File: src/rtl/tick_gen_pkg.sv
// Shared mode encoding, reset defaults and sizing helpers for the tick generator.
package tick_gen_pkg;

    typedef enum logic [1:0] {
        MODE_PERIODIC = 2'b00,
        MODE_SQUARE   = 2'b01,
        MODE_ONESHOT  = 2'b10
    } mode_e;

    localparam logic [23:0] TG_DEFAULT_PERIOD = 24'h0F_FFFF;
    localparam logic [1:0]  TG_DEFAULT_MODE   = 2'b00;

    // Width of a channel index; a single-channel build still gets a 1-bit select.
    function automatic int ch_idx_w(input int num_ch);
        return (num_ch > 1) ? $clog2(num_ch) : 1;
    endfunction

    // The reserved encoding 2'b11 behaves exactly like periodic.
    function automatic mode_e decode_mode(input logic [1:0] raw);
        mode_e m;
        case (raw)
            2'b01:   m = MODE_SQUARE;
            2'b10:   m = MODE_ONESHOT;
            default: m = MODE_PERIODIC;
        endcase
        return m;
    endfunction

endpackage

File: src/rtl/tick_gen_ch.sv
// One tick channel: programmable period and mode, a counter, and registered
// tick / square / busy outputs.
module tick_gen_ch
    import tick_gen_pkg::*;
#(
    parameter int               CNT_W          = 24,
    parameter logic [CNT_W-1:0] DEFAULT_PERIOD = CNT_W'(TG_DEFAULT_PERIOD),
    parameter logic [1:0]       DEFAULT_MODE   = TG_DEFAULT_MODE
) (
    input  logic             clk,
    input  logic             rst,
    input  logic             en,
    input  logic             pause,
    input  logic             restart,
    input  logic             wr,
    input  logic [CNT_W-1:0] wr_period,
    input  logic [1:0]       wr_mode,
    output logic             tick,
    output logic             sq,
    output logic             busy
);

    localparam mode_e RST_MODE = decode_mode(DEFAULT_MODE);

    logic [CNT_W-1:0] period_q, period_d;
    mode_e            mode_q, mode_d;
    logic [CNT_W-1:0] cnt_q, cnt_d;
    logic             tick_q, tick_d;
    logic             sq_q, sq_d;
    logic             busy_q, busy_d;
    logic             finished;
    logic             running;
    logic             expire;

    always_comb begin
        // NOTE: every signal gets a default first, so no branch leaves one unassigned and no latch is inferred.
        period_d = period_q;
        mode_d   = mode_q;
        cnt_d    = cnt_q;
        tick_d   = 1'b0;
        sq_d     = sq_q;
        busy_d   = busy_q;

        finished = (mode_q == MODE_ONESHOT) && !busy_q;
        running  = en && !pause && !finished;
        expire   = (cnt_q == period_q);

        if (wr) begin
            period_d = wr_period;
            mode_d   = decode_mode(wr_mode);
        end

        // Restart and config writes outrank expiry, so no tick escapes in that cycle.
        if (restart || wr) begin
            cnt_d  = '0;
            sq_d   = 1'b0;
            busy_d = (mode_d == MODE_ONESHOT);
        end else if (running) begin
            if (expire) begin
                cnt_d = '0;
                case (mode_q)
                    MODE_SQUARE: begin
                        sq_d = ~sq_q;
                    end
                    MODE_ONESHOT: begin
                        tick_d = 1'b1;
                        busy_d = 1'b0;
                    end
                    default: begin
                        tick_d = 1'b1;
                    end
                endcase
            end else begin
                cnt_d = cnt_q + CNT_W'(1);
            end
        end
    end

    // NOTE: state uses <= so every flop samples pre-edge values, independent of statement order.
    always_ff @(posedge clk or posedge rst) begin
        if (rst) begin
            period_q <= DEFAULT_PERIOD;
            mode_q   <= RST_MODE;
            cnt_q    <= '0;
            tick_q   <= 1'b0;
            sq_q     <= 1'b0;
            busy_q   <= (RST_MODE == MODE_ONESHOT);
        end else begin
            period_q <= period_d;
            mode_q   <= mode_d;
            cnt_q    <= cnt_d;
            tick_q   <= tick_d;
            sq_q     <= sq_d;
            busy_q   <= busy_d;
        end
    end

    assign tick = tick_q;
    assign sq   = sq_q;
    assign busy = busy_q;

endmodule

File: src/rtl/tick_gen.sv
// Multi-channel tick / clock-enable generator: config decode, bad-channel
// error pulse, reset-release synchronisation and the channel array.
module tick_gen
    import tick_gen_pkg::*;
#(
    parameter int               NUM_CH         = 4,
    parameter int               CNT_W          = 24,
    parameter logic [CNT_W-1:0] DEFAULT_PERIOD = CNT_W'(TG_DEFAULT_PERIOD),
    parameter logic [1:0]       DEFAULT_MODE   = TG_DEFAULT_MODE,
    localparam int              CH_W           = ch_idx_w(NUM_CH)
) (
    input  logic              clk,
    input  logic              rst,
    input  logic              en,
    input  logic [NUM_CH-1:0] pause,
    input  logic              sync_restart,
    input  logic              cfg_we,
    input  logic [CH_W-1:0]   cfg_ch,
    input  logic [CNT_W-1:0]  cfg_period,
    input  logic [1:0]        cfg_mode,
    output logic [NUM_CH-1:0] tick,
    output logic [NUM_CH-1:0] sq,
    output logic [NUM_CH-1:0] busy,
    output logic              cfg_err
);

    localparam logic [CH_W:0] NUM_CH_L = (CH_W + 1)'(NUM_CH);

    logic [1:0]        rst_sync_q, rst_sync_d;
    logic              rst_int;
    logic              cfg_valid;
    logic              cfg_err_q, cfg_err_d;
    logic [NUM_CH-1:0] ch_wr;

    always_comb begin
        rst_sync_d = {rst_sync_q[0], 1'b0};
    end

    // NOTE: reset asserts immediately but releases two clk edges later, so no flop leaves reset near an edge.
    always_ff @(posedge clk or posedge rst) begin
        if (rst) begin
            rst_sync_q <= 2'b11;
        end else begin
            rst_sync_q <= rst_sync_d;
        end
    end

    assign rst_int = rst_sync_q[1];

    always_comb begin
        ch_wr     = '0;
        cfg_valid = ({1'b0, cfg_ch} < NUM_CH_L);
        cfg_err_d = cfg_we && !cfg_valid;
        for (int i = 0; i < NUM_CH; i++) begin
            ch_wr[i] = cfg_we && cfg_valid && (cfg_ch == CH_W'(i));
        end
    end

    always_ff @(posedge clk or posedge rst_int) begin
        if (rst_int) begin
            cfg_err_q <= 1'b0;
        end else begin
            cfg_err_q <= cfg_err_d;
        end
    end

    assign cfg_err = cfg_err_q;

    for (genvar g = 0; g < NUM_CH; g++) begin : g_ch
        tick_gen_ch #(
            .CNT_W          (CNT_W),
            .DEFAULT_PERIOD (DEFAULT_PERIOD),
            .DEFAULT_MODE   (DEFAULT_MODE)
        ) u_ch (
            .clk       (clk),
            .rst       (rst_int),
            .en        (en),
            .pause     (pause[g]),
            .restart   (sync_restart),
            .wr        (ch_wr[g]),
            .wr_period (cfg_period),
            .wr_mode   (cfg_mode),
            .tick      (tick[g]),
            .sq        (sq[g]),
            .busy      (busy[g])
        );
    end

endmodule

File: config.mk
export PLATFORM = sky130hd
export DESIGN_NAME = tick_gen
export DESIGN_NICKNAME = d
export VERILOG_FILES = /design/src/rtl/tick_gen_pkg.sv /design/src/rtl/tick_gen_ch.sv /design/src/rtl/tick_gen.sv
export SDC_FILE = /design/constraint.sdc
export NUM_CORES = 1
export LEC_CHECK = 0
export CORE_MARGIN = 2
export CORE_UTILIZATION = 57
export DETAILED_ROUTE_END_ITERATION = 6
export GPL_TIMING_DRIVEN = 0
export HOLD_SLACK_MARGIN = 0.05
export PLACE_DENSITY = 0.77
export SETUP_SLACK_MARGIN = 0.5
export SLEW_MARGIN = 20
export SYNTH_ARGS = -nofsm -noshare
export SYNTH_HDL_FRONTEND = slang
export SYNTH_SLANG_ARGS = --single-unit
File: constraint.sdc
create_clock -name clk -period 9.4 [get_ports clk]
set_input_delay 1.88 -clock clk [delete_from_list [all_inputs] [get_ports clk]]
set_output_delay 1.88 -clock clk [all_outputs]
set_load 0.02 [all_outputs]
==> results of run 1 <==
## through the flow
stage | std cells | power, mW | area (sq um)
global placement | 1472 | 1.369 | 11780
finish | 1514 | 2.304 | 12590
global route | 1514 | 2.394 | 12590
detailed placement | 1473 | 1.381 | 11810
floorplan | 1167 | 1.283 | 11000
CTS | 1514 | 2.316 | 12590
## per-layer routing
metal | share of wire | vias to the layer above
li1 | - | 4124
met1 | 0.43 | 4230
met2 | 0.46 | 300
met3 | 0.071 | 61
met4 | 0.032 | 0
met5 | 0 | -
## cells by family after synthesis
group           count (synthesis)  synth area share
other cells                     1         0.0003409
simple gates                  581            0.2567
compound gates                109           0.06018
mux                            26           0.02650
flops                         214            0.4962
fa+ha+maj                       4          0.004550
xor+xnor                      154            0.1226
buf+inv                        77           0.03287
## sequential cells by signal (all words and copies together), names as in the netlist
signal	cells
rst_sync_q	2
g_ch.u_ch.busy	4
g_ch.u_ch.period_q	96
g_ch.u_ch.mode_q	8
g_ch.u_ch.sq	4
g_ch.u_ch.cnt_q	96
g_ch.u_ch.tick	4
## final cells by class
type / count / area, sq um
timing repair buffer: 46 / 478.0
tap: 260 / 325.3
clock inverter: 9 / 95.09
multi-input combinational: 876 / 5184
clock buffer: 32 / 680.7
fill: 1482 / 6241
buffer: 60 / 297.8
sequential: 214 / 5458
inverter: 17 / 71.32
## power by group
| group | switching, mW | total, mW | internal (mW) |
|---|---|---|---|
| Clock | 0.375 | 0.933 | 0.559 |
| Sequential | 0.0657 | 1.11 | 1.04 |
| Combinational | 0.152 | 0.262 | 0.110 |
## how the worst max path moves through the flow
stage / from / endpoint / slack (ns)
CTS: en / g_ch[2].u_ch.cnt_q[11]$_DFFE_PP0P_ / 5.57
global route: en / g_ch[2].u_ch.cnt_q[22]$_DFFE_PP0P_ / 5.37
finish: en / g_ch[2].u_ch.cnt_q[15]$_DFFE_PP0P_ / 5.52
global placement: rst_sync_q[1]$_DFF_PP1_ / g_ch[0].u_ch.cnt_q[19]$_DFFE_PP0P_ / 1.14
floorplan: rst_sync_q[1]$_DFF_PP1_ / g_ch[0].u_ch.busy$_DFFE_PP0P_ / 3.42
detailed placement: en / g_ch[2].u_ch.cnt_q[11]$_DFFE_PP0P_ / 5.07
## worst max-delay path: cells and delay by family
kind | cells | cell delay (ns)
compound gates | 2 | 0.60
simple gates | 3 | 0.83
buf+inv | 2 | 1.00
## Yosys cell counts, types with 2 or more instances
cell type	n	share of area
o211ai_1	4	0.0027
clkbuf_2	2	0.00091
o31ai_1	9	0.0061
nor3_1	7	0.0032
ha_1	4	0.0046
or3_1	24	0.014
buf_1	3	0.0010
mux2_2	25	0.026
nor2b_1	7	0.0040
dfstp_2	82	0.20
dfrtp_1	132	0.30
xor2_1	128	0.10
nand4_2	2	0.0023
o211a_1	2	0.0018
buf_4	14	0.0096
nand3b_1	6	0.0041
nor3b_1	6	0.0041
o21ai_0	39	0.018
o41ai_1	5	0.0040
and4_1	10	0.0080
and2_1	14	0.0080
or3b_2	2	0.0016
o22ai_1	4	0.0023
buf_2	14	0.0064
nor4b_1	4	0.0032
nand4_1	42	0.024
nor4_1	44	0.025
a21oi_1	34	0.015
inv_1	16	0.0055
and3_1	16	0.0091
nand3_1	27	0.012
nor2_1	69	0.024
or2_2	4	0.0023
nand2b_1	12	0.0068
or4_1	5	0.0034
o311ai_0	2	0.0016
nand2_1	275	0.094
clkbuf_1	27	0.0092
xnor2_1	26	0.021
==> impl_metrics.csv, run 1 <==
group,metric,value,unit
timing,min_period,3.883,ns
synth,syn-cell-area,11000,sq um
route,final_antenna_net_count,0,
global_routing,grt_max_degree,110,
timing,setup_violations,0,
floorplanning,die_w,142.9,um
place,dpl.hpwl,18920,um
clock_network,cts_buffer_depth,3,
global_routing,grt_pass1_wl,44290,um
global_routing,grt-ovfl-total,0,
worst_setup_path,r2r_cells,6,
synth,ys_warn_count,0,
clock_network,post_cts_buffers,0,
worst_setup_path,cp.arrival,4.32,ns
worst_hold_path,worstHoldPathCells,0,
route,viasPerCell,5.756,
worst_hold_path,hold_path_end,"rst_sync_q[1]$_DFF_PP1_",
power_and_ir_drop,irDropWorstVdd,160.5,uV
clock_network,cts.clk_slew.worst_paths,0.06,ns
power_and_ir_drop,p_leak,5.678,nW
timing,setup_ws,5.517,ns
final_layout,final_cell_mix,"275 x nand2_1, 132 x dfrtp_1, 128 x xor2_1",
synth,ys_ff_latch,214,
floorplanning,initial_core_util,0.5841,
timing,tightest_slew,0.9257,ns
synth,synthFlopType,"dfrtp_1",
place,dp_worst_setup_slack,5.070,ns
route,avgRoutedWirePerCell,17.85,um
global_routing,met3_usage,0.04628,
final_layout,final_common_cell,"nand2_1",
timing,relSlewSlack,0.3792,
final_layout,num_antenna_cells,0,
worst_setup_path,r2r-start,"g_ch[3].u_ch.cnt_q[9]$_DFFE_PP0P_",
timing,skew,0.009814,ns
timing,fmax,257.6,MHz
floorplanning,num_rows,50,
synth,async_reset_ff_frac,1.000,
final_layout,fin_util,0.6686,
global_routing,grt_util_met1,0.3861,
final_layout,area_delta_synth_final,14.46,%
worst_setup_path,worstSetupStartpointType,"input port",
route,drc,0,
clock_network,htree_levels,1,
clock_network,cts.sinks,214,
flow_run,max_cap_violations,0,
synth,synth.distinct_cells,57,
synth,synth_cells,1166,
worst_hold_path,min_path_type,"flip-flop to flip-flop",
worst_setup_path,r2r_setup_slack,6.97,ns
floorplanning,dieArea,20420,sq um
route,totalWireLength,27020,um
timing,whs,0.3552,ns
floorplanning,coreArea,18830,sq um
timing,post-route-period-util,0.4130,
timing,tns,0,ns
worst_setup_path,critPathRequiredTime,9.84,ns
global_routing,antenna_found_initial,0,
synth,synth-seq-area-share,0.4962,
clock_network,ctsResizeCount,0,
floorplanning,pin_count,50,
global_routing,grt_use_total,0.2761,
clock_network,cts_root_buf,"clkbuf_16",
place,gp_congestion,0.8388,
global_routing,grt_use_met2,0.4427,
final_layout,final_net_count,1279,
worst_setup_path,end_kind,"flip-flop",
status,status,"complete, no violations",
clock_network,insertion_delay,0.51,ns
route,dr.pass1.iters,5,
worst_setup_path,crit_chain,"clkdlybuf4s50_1, nand2b_1, o211ai_2, nand4_2, clkbuf_2, or3_1, a21oi_1",
clock_network,holdBufCountCts,0,
worst_setup_path,critPathMaxFanout,10,
synth,syn_area_per_cell,9.433,sq um
floorplanning,die_y,142.9,um
worst_setup_path,r2r-end,"g_ch[3].u_ch.cnt_q[15]$_DFFE_PP0P_",
power_and_ir_drop,p_per_area,183.0,nW/um^2
clock_network,cts_made_buffers,23,
worst_setup_path,critPathMaxStageDelay,0.77,ns
timing,rsz0062_at_grt,"false",
worst_setup_path,cp_slowest_cell,"clkdlybuf4s50_1",
place,io_buffer_count,45,
route,drtIter0Drc,706,
timing,hold_viol_final,0,
worst_setup_path,critPathKind,"input port to flip-flop",
route,via_count,8715,
synth,synth_edf_count,0,
timing,maxSlewViolCount,0,
clock_network,cts_tree,"done",
final_layout,final_layout_size_suffix_gt1_frac,0.1499,
global_routing,top_usage_layer,"met2",
worst_hold_path,min-delay-start,"rst_sync_q[0]$_DFF_PP1_",
global_routing,grt_pass1_vias,8587,
Note: power is estimated with default switching activity, not from simulation.
==> run 2: changes to the inputs <==
--- a/config.mk
+++ b/config.mk
@@ -6,7 +6,7 @@
 export NUM_CORES = 1
 export LEC_CHECK = 0
 export CORE_MARGIN = 2
-export CORE_UTILIZATION = 57
+export CORE_UTILIZATION = 55
 export DETAILED_ROUTE_END_ITERATION = 6
 export GPL_TIMING_DRIVEN = 0
 export HOLD_SLACK_MARGIN = 0.05
==> constraint.sdc (replaced) <==
create_clock -name clk -period 3.2 [get_ports clk]
set_input_delay 0.64 -clock clk [delete_from_list [all_inputs] [get_ports clk]]
set_output_delay 0.64 -clock clk [all_outputs]
set_load 0.02 [all_outputs]
==> run 2 against run 1 <==
  * Global-route usage is 1.3 points lower
  * Largest power group unchanged
  * Non-clock buffer count is 6 higher
  * Worst setup slack worse by 4.9 ns
  * Core utilization is 1.2 points lower
  * Routed wire length is 2.6% higher
  * Clock skew is 0.0024 ns higher
  * Sequential power grew to 2.9 times the previous value
  * Clock power grew to 3.2 times the previous value
  * Hold slack worse by 0.054 ns
  * Final cell count is 0.92% higher
  * Flip-flop and latch count stayed put
==> impl_metrics.csv, run 2 (synthesis gave the netlist of run 1 again) <==
group,metric,value,unit
timing,setup_ws,0.6417,ns
floorplanning,dieArea,21150,sq um
clock_network,post_cts_buffers,0,
route,final_antenna_net_count,0,
clock_network,cts_made_buffers,24,
final_layout,top_regs,"g_ch.u_ch.cnt_q x96, g_ch.u_ch.period_q x96, g_ch.u_ch.mode_q x8",
global_routing,grt-ovfl-total,0,
route,drtIter0Drc,624,
final_layout,final_layout_size_suffix_gt1_frac,0.1576,
worst_hold_path,min_path_type,"flip-flop to async pin",
route,dr.pass1.iters,5,
place,io_buffer_count,45,
clock_network,htree_levels,1,
timing,setup_violations,0,
final_layout,final_net_count,1286,
route,viasPerCell,5.752,
final_layout,num_antenna_cells,0,
clock_network,cts_tree,"done",
clock_network,cts_root_buf,"clkbuf_16",
final_layout,stdcell_area,12820,sq um
worst_setup_path,critPathMaxStageDelay,0.67,ns
place,dpl_cell_area,11940,sq um
timing,fmax,390.9,MHz
worst_setup_path,end_kind,"flip-flop",
timing,post-route-period-util,0.7995,
final_layout,area_delta_synth_final,16.52,%
timing,tightest_slew,0.9564,ns
clock_network,cts_buffer_depth,3,
power_and_ir_drop,irDropWorstVdd,442.8,uV
worst_setup_path,cp.arrival,3.00,ns
clock_network,holdBufCountCts,0,
floorplanning,die_y,145.4,um
clock_network,ctsResizeCount,0,
clock_network,cts.sinks,214,
clock_network,insertion_delay,0.53,ns
global_routing,grt_use_total,0.2630,
floorplanning,initial_core_util,0.5633,
final_layout,num-fill-cells,1583,
worst_setup_path,cp_num_buf_inv,2,
worst_setup_path,path_delay_family,"simple AND/OR/NAND/NOR gates",
power_and_ir_drop,p_leak,5.777,nW
worst_setup_path,critPathMaxFanout,10,
worst_setup_path,path_depth,7,
route,totalWireLength,27720,um
worst_setup_path,cp_slowest_cell,"clkdlybuf4s50_1",
power_and_ir_drop,p_per_area,547.2,nW/um^2
status,status,"complete, no violations",
floorplanning,pin_count,50,
place,place_inst,1484,
worst_setup_path,r2r_cells,6,
flow_run,max_cap_violations,0,
timing,relSlewSlack,0.3585,
global_routing,grt_pass1_wl,45140,um
worst_setup_path,crit_chain,"clkdlybuf4s50_1, nand3b_1, o211ai_2, nand4_2, clkbuf_2, or3_1, a21oi_1",
worst_setup_path,worstSetupStartpointType,"input port",
route,drc,0,
global_routing,grt_max_degree,35,
timing,hold_viol_final,0,
clock_network,cts.clk_slew.worst_paths,0.06,ns
place,dp_worst_setup_slack,0.1264,ns
global_routing,grt_pass1_vias,8646,
worst_setup_path,critPathKind,"input port to flip-flop",
final_layout,final_common_cell,"nand2_1",
global_routing,antenna_found_initial,0,
timing,whs,0.3015,ns
place,gp_congestion,0.8714,
timing,skew,0.01222,ns
timing,maxSlewViolCount,0,
floorplanning,die_w,145.4,um
route,via_count,8789,
final_layout,final_cell_mix,"275 x nand2_1, 132 x dfrtp_1, 128 x xor2_1",
place,dpl.hpwl,19820,um
timing,min_period,2.558,ns
final_layout,final_cells,1528,
floorplanning,num_rows,51,
worst_setup_path,critPathRequiredTime,3.64,ns
floorplanning,coreArea,19530,sq um
timing,rsz0062_at_grt,"false",
route,avgRoutedWirePerCell,18.14,um
run 2: cell types whose count changed in the layout (fill, tap and decap cells not counted):
| cell | previous run | this run |
|---|---|---|
| inv_4 | 0 | 1 |
| buf_16 | 1 | 2 |
| clkbuf_1 | 30 | 28 |
| clkbuf_16 | 24 | 29 |
| buf_12 | 0 | 5 |
| inv_8 | 1 | 0 |
| bufinv_16 | 2 | 1 |
| clkinv_2 | 7 | 6 |
| clkinvlp_4 | 0 | 2 |
run 2: cell type report:
class | count | area (sq um) | share of cell area
clock inverter | 9 | 73.82 | 0.005760
clock buffer | 35 | 798.3 | 0.06229
sequential | 214 | 5458 | 0.4259
inverter | 17 | 67.56 | 0.005272
tap | 265 | 331.6 | 0.02587
timing repair buffer | 52 | 605.6 | 0.04725
multi-input combinational | 876 | 5184 | 0.4045
buffer | 60 | 297.8 | 0.02324
run 2: final timing paths:
path,startpoint,end,slack (ns)
min reg2reg,rst_sync_q[1]$_DFF_PP1_,g_ch[3].u_ch.mode_q[1]$_DFF_PP0_,0.30
max,cfg_we,g_ch[2].u_ch.cnt_q[13]$_DFFE_PP0P_,0.64
max reg2reg,g_ch[3].u_ch.cnt_q[9]$_DFFE_PP0P_,g_ch[3].u_ch.cnt_q[22]$_DFFE_PP0P_,0.74
min in group clk,rst_sync_q[0]$_DFF_PP1_,rst_sync_q[1]$_DFF_PP1_,0.36
min,rst_sync_q[1]$_DFF_PP1_,g_ch[3].u_ch.mode_q[1]$_DFF_PP0_,0.30
max in group asynchronous,rst_sync_q[1]$_DFF_PP1_,g_ch[0].u_ch.period_q[4]$_DFFE_PP1P_,1.91
run 2: per-layer routing:
| layer | up-vias | GRT usage | wire length (um) |
|---|---|---|---|
| met2 | 293 | 0.4235 | 12950 |
| met1 | 4291 | 0.3623 | 12050 |
| met4 | 0 | 0.09118 | 846 |
| li1 | 4134 | - | - |
| met3 | 71 | 0.04734 | 1872 |
| met5 | - | 0 | 0 |
run 2: per-stage QoR:
step	power (mW)	setup TNS, ns	utilization
2_1_floorplan	3.771	0	-
3_3_place_gp	4.023	-133.83	0.6037
3_5_place_dp	4.080	0	0.6117
4_1_cts	7.046	0	0.6564
5_1_grt	7.275	0	0.6564
6_report	7.013	0	0.6564
run 2: power by group:
part / internal [mW] / leakage (nW) / switching (mW)
Clock: 1.81 / 0.437 / 1.15
Combinational: 0.338 / 2.67 / 0.454
Sequential: 3.07 / 2.67 / 0.194
Total: 5.22 / 5.78 / 1.80
